<file path="config.mk">
export PLATFORM = sky130hd
export DESIGN_NAME = fetch_unit
export DESIGN_NICKNAME = d
export VERILOG_FILES = /design/src/rtl/fetch_unit.sv
export SDC_FILE = /design/constraint.sdc
export NUM_CORES = 1
export LEC_CHECK = 0
export CELL_PAD_IN_SITES_DETAIL_PLACEMENT = 1
export CELL_PAD_IN_SITES_GLOBAL_PLACEMENT = 2
export CORE_UTILIZATION = 28
export DETAILED_ROUTE_END_ITERATION = 10
export PLACE_DENSITY_LB_ADDON = 0.1
export SLEW_MARGIN = 0
export SYNTH_ARGS = -nofsm -noshare
export SYNTH_HDL_FRONTEND = slang
export SYNTH_SLANG_ARGS = --single-unit
</file>
<file path="constraint.sdc">
create_clock -name clk -period 6.4 [get_ports clk]
set_input_delay 0.96 -clock clk [delete_from_list [all_inputs] [get_ports clk]]
set_output_delay 0.96 -clock clk [all_outputs]
set_load 0.01 [all_outputs]
</file>
<file path="src/rtl/fetch_unit.sv">
// Instruction-fetch stage: PC register, imem req/ready handshake, instruction hold with valid/ack.
// Optional FETCH_ALIGN_CHECK_EN traps misaligned redirects into ERR instead of masking the low bits.
module fetch_unit #(
  parameter logic [31:0] RESET_PC = 32'h0040_0000,
  parameter int          ADDR_W   = 32
) (
  input  logic              clk,
  input  logic              reset_n,
  output logic              imem_req_o,
  output logic [ADDR_W-1:0] imem_addr_o,
  input  logic              imem_ready_i,
  input  logic [31:0]       imem_rdata_i,
  output logic [31:0]       instr_o,
  output logic [5:0]        instr_op_o,
  output logic [5:0]        instr_funct_o,
  output logic              instr_valid_o,
  input  logic              instr_ack_i,
  output logic [ADDR_W-1:0] pc_o,
  output logic [ADDR_W-1:0] pc_plus4_o,
  input  logic              jump_ctl_i,
  input  logic              branch_ctl_i,
  input  logic              branch_taken_i,
  input  logic              jr_ctl_i,
  input  logic [ADDR_W-1:0] jr_target_i,
  output logic              fetch_err_o
);

`ifdef FETCH_ALIGN_CHECK_EN
  typedef enum logic [1:0] {S_FETCH = 2'd0, S_HOLD = 2'd1, S_ERR = 2'd2} state_t;
`else
  typedef enum logic [1:0] {S_FETCH = 2'd0, S_HOLD = 2'd1} state_t;
`endif

  state_t              r_state;
  state_t              w_state_nxt;
  logic                r_req;
  logic [ADDR_W-1:0]   r_pc;
  logic [31:0]         r_instr;
  logic                r_valid;
  logic                w_capture;
  logic                w_retire;
  logic [ADDR_W-1:0]   w_pc_plus4;
  logic [ADDR_W-1:0]   w_br_off;
  logic [ADDR_W-1:0]   w_target;
  logic [ADDR_W-1:0]   w_pc_nxt;

  assign w_pc_plus4 = r_pc + 32'd4;
  assign w_br_off   = {{14{r_instr[15]}}, r_instr[15:0], 2'b00};

  // Redirect priority: JR, then J/JAL, then taken branch, else sequential.
  always_comb begin
    w_target = w_pc_plus4;
    if (jr_ctl_i) begin
      w_target = jr_target_i;
    end else if (jump_ctl_i) begin
      w_target = {w_pc_plus4[31:28], r_instr[25:0], 2'b00};
    end else if (branch_ctl_i && branch_taken_i) begin
      w_target = w_pc_plus4 + w_br_off;
    end else begin
      w_target = w_pc_plus4;
    end
  end

`ifdef FETCH_ALIGN_CHECK_EN
  assign w_pc_nxt = w_target;
`else
  assign w_pc_nxt = w_target & ~32'd3;
`endif

  // State register.
  always_ff @(posedge clk or negedge reset_n) begin
    if (!reset_n) begin
      r_state <= S_FETCH;
    end else begin
      r_state <= w_state_nxt;
    end
  end

  // Next-state decode; ready counts only while the request is actually driven.
  always_comb begin
    w_state_nxt = r_state;
    w_capture   = 1'b0;
    w_retire    = 1'b0;
    case (r_state)
      S_FETCH: begin
        if (r_req && imem_ready_i) begin
          w_capture   = 1'b1;
          w_state_nxt = S_HOLD;
        end else begin
          w_state_nxt = S_FETCH;
        end
      end
      S_HOLD: begin
        if (instr_ack_i && r_valid) begin
          w_retire = 1'b1;
`ifdef FETCH_ALIGN_CHECK_EN
          w_state_nxt = (w_target[1:0] != 2'b00) ? S_ERR : S_FETCH;
`else
          w_state_nxt = S_FETCH;
`endif
        end else begin
          w_state_nxt = S_HOLD;
        end
      end
`ifdef FETCH_ALIGN_CHECK_EN
      S_ERR: w_state_nxt = S_ERR;
`endif
      default: w_state_nxt = S_FETCH;
    endcase
  end

  // Datapath registers; the request stays low for the first cycle after reset.
  always_ff @(posedge clk or negedge reset_n) begin
    if (!reset_n) begin
      r_req   <= 1'b0;
      r_pc    <= RESET_PC;
      r_instr <= 32'h0000_0000;
      r_valid <= 1'b0;
    end else begin
      r_req <= (w_state_nxt == S_FETCH);
      if (w_capture) begin
        r_instr <= imem_rdata_i;
        r_valid <= 1'b1;
      end else if (w_retire) begin
        r_pc    <= w_pc_nxt;
        r_valid <= 1'b0;
      end else begin
        r_valid <= r_valid;
      end
    end
  end

`ifdef FETCH_ALIGN_CHECK_EN
  logic r_err;

  // Sticky trap flag, cleared only by reset.
  always_ff @(posedge clk or negedge reset_n) begin
    if (!reset_n) begin
      r_err <= 1'b0;
    end else begin
      r_err <= (w_state_nxt == S_ERR);
    end
  end

  assign fetch_err_o = r_err;
`else
  assign fetch_err_o = 1'b0;
`endif

  assign imem_req_o    = r_req;
  assign imem_addr_o   = r_pc;
  assign pc_o          = r_pc;
  assign pc_plus4_o    = w_pc_plus4;
  assign instr_o       = r_instr;
  assign instr_op_o    = r_instr[31:26];
  assign instr_funct_o = r_instr[5:0];
  assign instr_valid_o = r_valid;

endmodule

</file>
==> metrics.txt, run 1 <==
run status finished, final reports clean; Worst Path Class, Setup flip-flop to flip-flop; Seq/Total Area, Yosys 28.1%; DR iter-0 viols 203; Seq pwr share 19.3%; multi-input logic area 0.00365 sq mm; ratio of cells with drive above 1 in the final layout 9.12%; CP startpoint kind flip-flop; post-synthesis register bit count 65; most frequent cells in the layout clkdlybuf4s50_1 (204), nand2_1 (72), dfrtp_1 (64); clk slew on worst S/H paths 70 ps; Slew Viols, Final 0; WL final 23,200 um; Core Rows 52; Fin Hold WS 547 ps; clk sink count 65; DRT Pass-1 Iters 4; dpl cells 1,098; wire length per cell 20.8 um; Final min period 4870 ps; cell count after synthesis 687; remaining antenna violation count after routing 0; Nets 948; root buf cell clkbuf_16; worst-path fanout max 7; RR Startpoint imem_addr_o[2]; CTS buffer count 9; first-pass GRT wire length 36,100 um; total die area 0.0213 sq mm; Post-synth EDFFs 0; post_cts resized 0; setup bufs post-CTS 0; Vias 5,797; vias in the first global route 6,210; Synth top area share 27.7%; CP Data Required Time 6640 ps; Worst Min Path Start instr_o[19]; maxcap violations 0; # diodes 0; fin crit share 76.2%; die height 146 um; Final setup viols 0; Tot GR Track Use 21.9%; initial antenna violation count 1; Port Buffer Count 205; filler instances 2,342; most common cell after layout, fill and taps aside clkdlybuf4s50_1; Setup TNS 0 ps; pin count of the biggest net entering global routing 66; worst hold path type flip-flop to flip-flop; Internal 0.00259 W; area grow syn2layout 40.0%; Distinct cells, synth 73; DRC viols 0; Initial Util 28.6%; Non-Filler Instances 1,114; syn_area_per_cell 8.43 sq um; grt ovf 0; Max Buffers Root-to-Sink 2; final hold violations 0; Syn. warnings 0; vias per cell 5.20; Pwr Total 0.00487 W; cts hold-fix bufs 0; H-tree Lvls 3; sw frac 46.8%; CP Capture Type flip-flop; RD Place Congestion 0.857; Layout Skew 10.1 ps; Die Span X 146 um; post-DP HPWL 17,700 um; Worst VDD drop 0.228 mV; CORE AREA 0.0202 sq mm; Ports 215; Netlist Area Pre-Place 0.00579 sq mm; Worst-Margin Slew 1020 ps; ys flop type dfrtp_1; Register Area 0.00163 sq mm; unrepaired setup endpoints after global routing false; Synth area leader dfrtp_1; Clock power frac 11.5%; crit path from imem_addr_o[2]; leakage dissipation 3.36 nW; Worst EP arrival 5110 ps; Max Fclk 0.205 GHz; clk_lat worst skew 340 ps; top cells by area, synth dfrtp_1 (28%), ha_1 (7.8%), buf_4 (6.4%); Psw 0.00228 W; Pwr Density 600 mW/mm^2; Slew HR 31.5%; async set-reset flop share out of synthesis 100%; combinational group share of total power 69.2%; CTS tree done; utilization after layout 40.1%
[final cells by class]
class	count	share of cell area (%)
inverter	18	0.833
clock inverter	7	1.27
multi-input combinational	533	45.0
sequential	65	20.1
tap	270	4.17
clock buffer	9	2.78
timing repair buffer	212	25.9
[sequential cells by signal, indices dropped and copies added (netlist names)]
register and cells:
instr_valid_o 1, instr_o 32, imem_req_o 1, imem_addr_o 30, r_state 1
[path summary, 6_finish.rpt]
| path | depth (start not counted) | slack [ps] | end |
|---|---|---|---|
| setup / recovery | 15 | 1530 | imem_addr_o[27] |
| hold reg to reg | 1 | 550 | instr_o[19] |
| setup reg to reg | 15 | 1530 | imem_addr_o[27] |
| min in group asynchronous | 1 | 740 | imem_addr_o[28] |
| hold / removal | 1 | 550 | instr_o[19] |
| max in group asynchronous | 1 | 5040 | instr_o[3] |
[worst max-delay path, stage by stage (launching register included)]
cell,delay (ps)
dfrtp_1,490
ha_1,260
nand4_1,290
nor3_1,410
and2_1,210
and3_1,180
xor2_1,410
ha_1,400
a21oi_1,210
o21ai_1,110
a311oi_1,460
nand4_1,330
a311oi_1,390
xor2_1,300
nand3_1,120
a22o_1,190
[stage by stage]
step / setup slack [ps] / instance area, sq um
6_report: 1530 / 8110
5_1_grt: 1150 / 8110
4_1_cts: 1500 / 8110
3_5_place_dp: 1540 / 7780
3_3_place_gp: 1640 / 7780
2_1_floorplan: 2660 / 5810
[layer usage]
| layer | global-route usage, % | share of wire, % | vias to the layer above | wire length [um] |
|---|---|---|---|---|
| met2 | 37.2 | 48 | 155 | 11100 |
| met1 | 28.6 | 46 | 2867 | 10600 |
| li1 | - | - | 2752 | - |
| met5 | 0 | 0.052 | - | 12 |
| met3 | 4.20 | 4.9 | 21 | 1140 |
| met4 | 5.26 | 1.3 | 2 | 291 |
[logic make-up (layout without fill, tap and decap cells)]
group | Yosys count | in the layout | share of synthesized area, %
and+or+nand+nor | 221 | 221 | 18.4
buffers and inverters | 95 | 246 | 9.35
muxes | 36 | 36 | 6.91
AOI/OAI and AO/OA | 185 | 185 | 21.8
other | 1 | 7 | 0.0647
adders and majority gates | 37 | 37 | 8.12
DFF | 65 | 65 | 28.1
xor gates and xnor gates | 47 | 47 | 7.24
[synth_stat cells, types with 5 or more instances]
cell      count
nand2_1      72
dfrtp_1      64
nor2_1       56
a21oi_1      51
buf_4        49
ha_1         36
mux2_2       32
o21ai_0      29
nand3_1      27
xnor2_1      26
clkbuf_1     24
xor2_1       20
and3_1       19
inv_1        16
a21o_1       12
a221oi_1      9
a31oi_1       8
nand4_1       8
nor3_1        8
o211ai_1      8
o21a_1        7
a311oi_1      6
nor2b_1       5
o22ai_1       5
[power by group through the flow]
stage	Sequential (W)	Clock [W]	Combinational [W]
global placement	0.000935	0	0.00331
global route	0.000984	0.000590	0.00367
detailed placement	0.000945	0	0.00335
finish	0.000939	0.000561	0.00337
CTS	0.000944	0.000572	0.00338
floorplan	0.000937	0	0.00200
Note: power is estimated with default switching activity, not from simulation.
==> run 2: changes to the inputs <==
Settings changed: CORE_UTILIZATION 28 to 26.
Clock period 6.4 ns to 4.6 ns, I/O delays scaled along.
==> metrics.txt, run 2 (synthesis gave the netlist of run 1 again) <==
run status finished, final reports clean (unchanged); critical path's top delay family simple AND/OR/NAND/NOR gates (unchanged); post_cts resized 0 (unchanged); Setup TNS 0 ps (unchanged); DR iter-0 viols 194 (was 203); area grow syn2layout 43.0% (was 40.0%); Max Fclk 0.242 GHz (was 0.205 GHz); filler instances 2,556 (was 2,342); first-pass GRT wire length 36,600 um (was 36,100 um); worst r2r path cells 15 (unchanged); Final min period 4130 ps (was 4870 ps); WL final 24,000 um (was 23,200 um); cts hold-fix bufs 0 (unchanged); CP Capture Type flip-flop (unchanged); CP Buf/Inv Count 0 (unchanged); Die Span X 151 um (was 146 um); Initial Util 26.5% (was 28.6%); post-DP HPWL 18,700 um (was 17,700 um); DRC viols 0 (unchanged); Slew HR 35.4% (was 31.5%); Tot GR Track Use 21.4% (was 21.9%); RD Place Congestion 0.842 (was 0.857); slowest stage cell on the critical path nor3_1 (was dfrtp_1); worst-path fanout max 7 (unchanged); H-tree Lvls 3 (unchanged); Pwr Density 835 mW/mm^2 (was 600 mW/mm^2); grt ovf 0 (unchanged); die height 151 um (was 146 um); Max Buffers Root-to-Sink 2 (unchanged); final hold violations 0 (unchanged); Vias 5,916 (was 5,797); worst hold path type input port to asynchronous set/reset pin (was flip-flop to flip-flop); Worst VDD drop 0.280 mV (was 0.228 mV); leakage dissipation 3.47 nW (was 3.36 nW); Port Buffer Count 205 (unchanged); CP startpoint kind flip-flop (unchanged); vias per cell 5.15 (was 5.20); multi-input logic area 0.00365 sq mm (unchanged); CP Data Required Time 4840 ps (was 6640 ps); Slew Viols, Final 0 (unchanged); unrepaired setup endpoints after global routing false (unchanged); total die area 0.0229 sq mm (was 0.0213 sq mm); Critical Path, Cell by Cell ha_1, nand4_1, nor3_1, and2_1, and3_1, xor2_1, ha_1, a21oi_1, o21ai_1, a311oi_1, nand4_1, a311oi_1, xor2_1, nand3_1, a22o_1 (unchanged); CTS tree done (unchanged); root buf cell clkbuf_16 (unchanged); Core Rows 54 (was 52); FF-to-FF setup slack 470 ps (was 1530 ps); worst setup path endpoint imem_addr_o[27] (unchanged); initial antenna violation count 0 (was 1); reg2reg end imem_addr_o[27] (unchanged); crit path from imem_addr_o[2] (unchanged); post-route setup slack 466 ps (was 1530 ps); slowest stage delay, CP 410 ps (was 490 ps); pin count of the biggest net entering global routing 66 (unchanged); Worst-Margin Slew 970 ps (was 1020 ps); vias in the first global route 6,196 (was 6,210); most common cell after layout, fill and taps aside clkdlybuf4s50_1 (unchanged); Worst Path Class, Setup flip-flop to flip-flop (unchanged); Layout Skew 8.44 ps (was 10.1 ps); Levels on crit path 15 (unchanged); ratio of cells with drive above 1 in the final layout 11.7% (was 9.12%); Ports 215 (unchanged); Nets 973 (was 948); clk_lat worst skew 350 ps (was 340 ps); most frequent cells in the layout clkdlybuf4s50_1 (204), nand2_1 (72), dfrtp_1 (64) (unchanged); wire length per cell 20.9 um (was 20.8 um); clk slew on worst S/H paths 60 ps (was 70 ps); Final setup viols 0 (unchanged); Register Area 0.00163 sq mm (unchanged); clk sink count 65 (unchanged); Place WS 459 ps (was 1540 ps); CTS buffer count 9 (unchanged); CORE AREA 0.0218 sq mm (was 0.0202 sq mm); DRT Pass-1 Iters 4 (unchanged); setup bufs post-CTS 0 (unchanged); RR Startpoint imem_addr_o[2] (unchanged); maxcap violations 0 (unchanged); # diodes 0 (unchanged); remaining antenna violation count after routing 0 (unchanged); fin crit share 89.9% (was 76.2%); Worst EP arrival 4370 ps (was 5110 ps); max reg flops 32 (unchanged)
## run 2: worst min-delay path by stage
stage | slack (ps) | to | cells after the start | startpoint
4_1_cts | 530 | instr_o[4] | 1 | reset_n
2_1_floorplan | 390 | imem_addr_o[10] | 0 | reset_n
3_5_place_dp | 530 | instr_o[30] | 1 | instr_o[30]
3_3_place_gp | 500 | instr_valid_o | 1 | r_state[0]
5_1_grt | 550 | instr_o[31] | 1 | instr_o[31]
6_report | 490 | instr_o[4] | 1 | reset_n
## run 2: metal layers
| layer | track usage [%] | wire, um | share of wire [%] |
|---|---|---|---|
| met1 | 28.3 | 10900 | 46 |
| met2 | 35.3 | 11600 | 48 |
| met3 | 4.19 | 1200 | 5.0 |
| met4 | 5.65 | 297 | 1.2 |
| met5 | 0 | 0 | 0 |
## run 2: cell type report
cell class,instances,share of cell area (%)
Clock buffer,9,2.72
Clock inverter,7,0.921
Timing Repair Buffer,237,27.6
Sequential cell,65,19.6
Inverter,18,0.816
Tap cell,280,4.23
Multi-Input combinational cell,533,44.0
## run 2: worst reg2reg max path: stages, from the launching register on
cell	delay, ps
dfrtp_1	360
ha_1	230
nand4_1	190
nor3_1	410
and2_1	210
and3_1	180
xor2_1	240
ha_1	360
a21oi_1	210
o21ai_1	120
a311oi_1	370
nand4_1	200
a311oi_1	370
xor2_1	280
nand3_1	110
a22o_1	180
## run 2: stage by stage
| step | util (%) | cells | total power [W] | cell area (sq um) | hold WS, ps |
|---|---|---|---|---|---|
| finish | 38.0 | 1149 | 0.00692 | 8280 | 490 |
| global route | 38.0 | 1149 | 0.00746 | 8280 | 555 |
| CTS | 38.0 | 1149 | 0.00697 | 8280 | 526 |
| detailed placement | 36.6 | 1133 | 0.00617 | 7980 | 528 |
| global placement | 36.6 | 1133 | 0.00612 | 7980 | 502 |
| floorplan | - | 693 | 0.00409 | 5810 | 394 |
## run 2: power breakdown
group          switching, W  leakage [nW]  internal (W)
logic               0.00249          2.54       0.00241
registers          0.000444         0.785      0.000847
clock network      0.000305         0.143      0.000425
total               0.00324          3.47       0.00368
